`src/rtl/leaf_user_merge_endpoint.sv`:
```
// rtl/leaf_user_merge_endpoint.sv - two-input vld/ack responder with round-robin merge onto one output stream
// Each input is buffered in its own FIFO; a single output register keeps full rate with no bubbles.

module leaf_user_merge_fifo #(
   parameter int W  = 32,
   parameter int AB = 2
) (
   input  logic         clk_user,
   input  logic         reset_n,
   input  logic         wr_en,
   input  logic [W-1:0] wr_data,
   input  logic         rd_en,
   output logic [W-1:0] rd_data,
   output logic         full,
   output logic         empty
);
   localparam int DEPTH = 1 << AB;
   localparam logic [AB:0] FULL_OCC = {1'b1, {AB{1'b0}}};

   logic [W-1:0]  mem [DEPTH];
   logic [AB-1:0] wr_ptr;
   logic [AB-1:0] rd_ptr;
   logic [AB:0]   occ;

   assign full    = (occ == FULL_OCC);
   assign empty   = (occ == '0);
   assign rd_data = mem[rd_ptr];

   // Storage is not reset; occupancy alone decides what is valid.
   always_ff @(posedge clk_user) begin
      if (wr_en) mem[wr_ptr] <= wr_data;
   end

   always_ff @(posedge clk_user or negedge reset_n) begin
      if (!reset_n) begin
         wr_ptr <= '0;
         rd_ptr <= '0;
         occ    <= '0;
      end else begin
         if (wr_en) wr_ptr <= wr_ptr + 1'b1;
         if (rd_en) rd_ptr <= rd_ptr + 1'b1;
         case ({wr_en, rd_en})
            2'b10:   occ <= occ + 1'b1;
            2'b01:   occ <= occ - 1'b1;
            default: occ <= occ;
         endcase
      end
   end
endmodule

module leaf_user_merge_endpoint #(
   parameter int PAYLOAD_BITS    = 32,
   parameter int FIFO_DEPTH_BITS = 2,
   parameter int CNT_BITS        = 16
) (
   input  logic                    clk_user,
   input  logic                    reset_n,
   input  logic [PAYLOAD_BITS-1:0] dout_leaf_interface2user_1,
   input  logic                    vld_interface2user_1,
   output logic                    ack_user2interface_1,
   input  logic [PAYLOAD_BITS-1:0] dout_leaf_interface2user_2,
   input  logic                    vld_interface2user_2,
   output logic                    ack_user2interface_2,
   output logic [PAYLOAD_BITS-1:0] din_leaf_user2interface_1,
   output logic                    vld_user2interface_1,
   input  logic                    ack_interface2user_1,
   output logic [CNT_BITS-1:0]     fwd_count
);
   logic                    running;
   logic [1:0]              last;
   logic                    full_1, full_2, empty_1, empty_2;
   logic [PAYLOAD_BITS-1:0] head_1, head_2;
   logic                    wr_1, wr_2, pop_1, pop_2;
   logic                    load, sel_2;

   // Accepts depend only on registered state, so there is no vld->ack path.
   assign ack_user2interface_1 = running && !full_1;
   assign ack_user2interface_2 = running && !full_2;
   assign wr_1 = vld_interface2user_1 && ack_user2interface_1;
   assign wr_2 = vld_interface2user_2 && ack_user2interface_2;

   always_comb begin
      sel_2 = 1'b0;
      if (!empty_1 && !empty_2) sel_2 = (last == 2'd1);
      else                      sel_2 = empty_1;
      load  = (!vld_user2interface_1 || ack_interface2user_1) && (!empty_1 || !empty_2);
      pop_1 = load && !sel_2;
      pop_2 = load && sel_2;
   end

   leaf_user_merge_fifo #(.W(PAYLOAD_BITS), .AB(FIFO_DEPTH_BITS)) u_fifo_1 (
      .clk_user(clk_user), .reset_n(reset_n),
      .wr_en(wr_1), .wr_data(dout_leaf_interface2user_1),
      .rd_en(pop_1), .rd_data(head_1), .full(full_1), .empty(empty_1)
   );

   leaf_user_merge_fifo #(.W(PAYLOAD_BITS), .AB(FIFO_DEPTH_BITS)) u_fifo_2 (
      .clk_user(clk_user), .reset_n(reset_n),
      .wr_en(wr_2), .wr_data(dout_leaf_interface2user_2),
      .rd_en(pop_2), .rd_data(head_2), .full(full_2), .empty(empty_2)
   );

   always_ff @(posedge clk_user or negedge reset_n) begin
      if (!reset_n) begin
         running                   <= 1'b0;
         vld_user2interface_1      <= 1'b0;
         din_leaf_user2interface_1 <= '0;
         last                      <= 2'd2;
         fwd_count                 <= '0;
      end else begin
         running <= 1'b1;
         if (load) begin
            din_leaf_user2interface_1 <= sel_2 ? head_2 : head_1;
            vld_user2interface_1      <= 1'b1;
            last                      <= sel_2 ? 2'd2 : 2'd1;
         end else if (ack_interface2user_1) begin
            vld_user2interface_1 <= 1'b0;
         end
         if (vld_user2interface_1 && ack_interface2user_1)
            fwd_count <= fwd_count + 1'b1;
      end
   end
endmodule

```
`config.mk`:
```
export PLATFORM = sky130hd
export DESIGN_NAME = leaf_user_merge_endpoint
export DESIGN_NICKNAME = d
export VERILOG_FILES = /design/src/rtl/leaf_user_merge_endpoint.sv
export SDC_FILE = /design/constraint.sdc
export NUM_CORES = 1
export LEC_CHECK = 0
export BUFFER_PORTS_ARGS = -buffer_cell sky130_fd_sc_hd__buf_2
export CORE_ASPECT_RATIO = 0.9
export CORE_MARGIN = 2
export CORE_UTILIZATION = 55
export CTS_BUF_LIST = sky130_fd_sc_hd__clkbuf_8 sky130_fd_sc_hd__clkbuf_16
export CTS_CLUSTER_SIZE = 30
export DETAILED_ROUTE_END_ITERATION = 6
export PLACE_DENSITY = 0.74
export SKIP_LAST_GASP = 1
export SLEW_MARGIN = 20
export SYNTH_ARGS = -nofsm -noshare
export SYNTH_HDL_FRONTEND = slang
export SYNTH_SLANG_ARGS = --single-unit
```
`constraint.sdc`:
```
create_clock -name clk_user -period 6 [get_ports clk_user]
set_input_delay 0 -clock clk_user [delete_from_list [all_inputs] [get_ports clk_user]]
set_output_delay 0 -clock clk_user [all_outputs]
set_load 0.02 [all_outputs]
```
==> metrics.md <==
| Metric | Value |
|---|---|
| CP bufs+invs | 2 |
| Setup TNS | 0 ns |
| GRT overflow | 0 |
| First-pass GRT wire length | 39,100 um |
| Row count | 51 |
| Worst VDD drop | 0.325 mV |
| GPL Wtd Cong | 0.742 |
| Share of layout cells above drive strength 1 | 31.5% |
| Worst setup SP type | flip-flop |
| # Max-Cap Violations | 0 |
| TritonCTS clock tree | yes |
| Top Family by Delay on Critical Path | adder cells |
| Leakage Power | 5.58 nW |
| Most used cell, CP | xor2_1 |
| Number of buffers created by CTS | 30 |
| Final #Nets | 871 |
| Async set-reset flop share out of synthesis | 20.5% |
| Ant diodes | 0 |
| Htree depth | 1 |
| Final setup fails | 0 |
| Post-CTS resize count | 0 |
| Vias | 6,351 |
| Detailed Place HPWL | 14,400 um |
| CP Cell Sequence | or3_1 > a211oi_4 > buf_4 > ha_1 > inv_1 > fa_1 > xor2_1 > nor2_1 > xor2_1 |
| Core area | 0.0218 sq mm |
| Antenna viol nets, final | 0 |
| Combinational share of power | 25.6% |
| Critical path class | reg2reg |
| Clock transition at path regs | 0.06 ns |
| P&R area growth vs syn | 21.0% |
| Main synth FF type | edfxtp_1 |
| Drc violations | 0 |
| Ys Warns | 0 |
| Pin count of the biggest net entering global routing | 67 |
| Max stage delay on crit path | 0.47 ns |
| Actual slew at the worst max-slew pin | 1.04 ns |
| # IOs | 120 |
| Status | completed |
| Slew headroom | 30.3% |
| Sequential share of power | 47.0% |
| Power, Total | 0.00676 W |
| Clock skew | 0.0164 ns |
| Register area share after synthesis | 76.4% |
| Syn Inst Count | 590 |
| Fin area | 0.0148 sq mm |
| Syn Nets | 672 |
| Syn Area/Cell | 20.7 sq um |
| PwrDens | 457 mW/mm^2 |
| Die area | 0.0235 sq mm |
| Clock Tree Root | clkbuf_16 |
| DRT Pass-1 Iters | 6 |
| CP max stage cell | buf_4 |
| Worst EP required | 6.46 ns |
| Final period utilization | 47.0% |
| Internal | 0.00473 W |
| Fin worst setup slack | 3.18 ns |
| Post-Route WL | 25,100 um |
| Vias in the first global route | 6,962 |
| Crit path time final | 2.82 ns |
| Port Buffer Count | 119 |
| Crit. End Element | flip-flop |
| Mapped Area | 0.0122 sq mm |
| RSZ-0062 raised after global routing | false |
| Worst hold path type | in2async |
| Fill count | 1,426 |
| Switch share | 30.1% |
| Synth unique cells | 37 |
| Clk pwr share | 27.4% |
| Final hold vios | 0 |
| Initial antenna violation count | 0 |
| Via density | 5.75 |
| Initial DRC count | 678 |
| Crit path max fanout | 36 |
| GRT Util Overall | 21.9% |
| Later-pin clock latency in the skew report | 0.55 ns |
| CTS Buffer Depth | 3 |
| Psw | 0.00203 W |
| CP arrival | 3.28 ns |
| Die width | 161 um |
| Dpl ws | 3.20 ns |
| Die Y | 145 um |
| EDFF count, synth | 256 |
| DR WL/cell | 22.7 um |
| Max Freq | 354 MHz |
| Number of synthesized register bits | 322 |
| Post-DP Area | 0.0131 sq mm |
| Pins Over Slew Limit | 0 |
| Initial Utilization | 56.2% |
| Clock sinks | 322 |
==> power by group through the flow <==
stage                     Clock [W]  Combinational, W  Sequential [W]
after CTS                   0.00188           0.00175         0.00318
after global routing        0.00198           0.00187         0.00323
after floorplan                   0           0.00122         0.00315
after global placement            0           0.00162         0.00320
after detailed placement          0           0.00170         0.00323
final                       0.00186           0.00173         0.00318
==> final cells by class <==
type | count | area (sq um) | share of cell area [%]
Clock buffer | 33 | 803 | 5.43
Clock inverter | 23 | 176 | 1.19
Inverter | 47 | 176 | 1.19
Multi-Input combinational cell | 196 | 2600 | 17.6
Sequential cell | 322 | 9350 | 63.1
Tap cell | 291 | 364 | 2.46
Timing Repair Buffer | 192 | 1340 | 9.03
==> routing by layer <==
| metal | global-route usage (%) | up-vias | wire (um) |
|---|---|---|---|
| li1 | - | 2777 | - |
| met1 | 29.0 | 3312 | 10000 |
| met2 | 39.2 | 233 | 13100 |
| met3 | 3.33 | 29 | 1590 |
| met4 | 4.20 | 0 | 362 |
| met5 | 0 | - | 0 |
==> cell usage after synthesis (5+ instances only) <==
cell type | number | area [sq um]
edfxtp_1 | 256 | 7690
dfrtp_1 | 65 | 1630
mux4_2 | 64 | 1440
inv_1 | 47 | 176
a222oi_1 | 32 | 320
xnor2_1 | 16 | 140
buf_2 | 12 | 60.1
ha_1 | 11 | 138
and3_1 | 10 | 62.6
xor2_1 | 10 | 87.6
clkbuf_1 | 8 | 30.0
nand2_1 | 7 | 26.3
nand3_1 | 7 | 35.0
nor2_1 | 5 | 18.8
==> cell families after synthesis <==
kind of cell	synth area share, %
simple gates	2.15
xor+xnor	1.99
flops	76.4
buf+inv	2.58
other cells	0.0307
mux	12.2
compound gates	3.22
fa+ha+maj	1.45
==> path summary, 6_finish.rpt <==
kind / startpoint / endpoint / slack (ns) / cells after the start
setup reg to reg: u_fifo_1.occ[0] / u_fifo_2.occ[2] / 3.18 / 9
max in group asynchronous: reset_n / u_fifo_1.rd_ptr[0] / 5.14 / 2
hold / removal: reset_n / fwd_count[15] / 0.15 / 2
hold reg to reg: fwd_count[15] / fwd_count[15] / 0.47 / 1
setup / recovery: u_fifo_1.occ[0] / u_fifo_2.occ[2] / 3.18 / 9
min in group clk_user: dout_leaf_interface2user_1[16] / u_fifo_1.mem[2][16] / 0.20 / 2
==> what timing repair did <==
item | in CTS | in global routing
setup buffers | 0 | 0
endpoints found under the hold margin | 335 | 0
hold buffers | 68 | 0
==> placed cells by master (no fill, tap or decap), types with 3 or more instances in the layout <==
master	synthesis	routed
a222oi_1	32	32
and2_1	3	3
and3_2	0	8
buf_2	12	118
buf_4	2	5
bufinv_16	0	3
clkbuf_16	0	31
clkinv_1	0	3
clkinv_2	0	9
dfrtp_1	65	61
dfrtp_2	0	4
dlygate4sd3_1	0	68
edfxtp_1	256	256
ha_1	11	11
inv_1	47	55
mux2_2	3	3
mux4_2	64	64
nand2_1	7	7
nand3_1	7	7
nand4_1	4	4
nor2_1	5	5
xnor2_1	16	16
xor2_1	10	10
==> state kept, by name, summed over array words and instances (netlist names), 3 cells and up <==
signal	cells
u_fifo_1.mem	128
u_fifo_2.mem	128
din_leaf_user2interface_1	32
fwd_count	16
u_fifo_1.occ	3
u_fifo_2.occ	3
==> per-stage QoR <==
step,hold slack [ns],std cells,utilization [%]
after detailed placement,0.205,979,60.3
after global routing,0.211,1104,68.0
after CTS,0.183,1103,67.9
final,0.154,1104,68.0
after global placement,0.179,979,60.3
after floorplan,-0.296,590,-
Power figures use the tool's default switching activity.
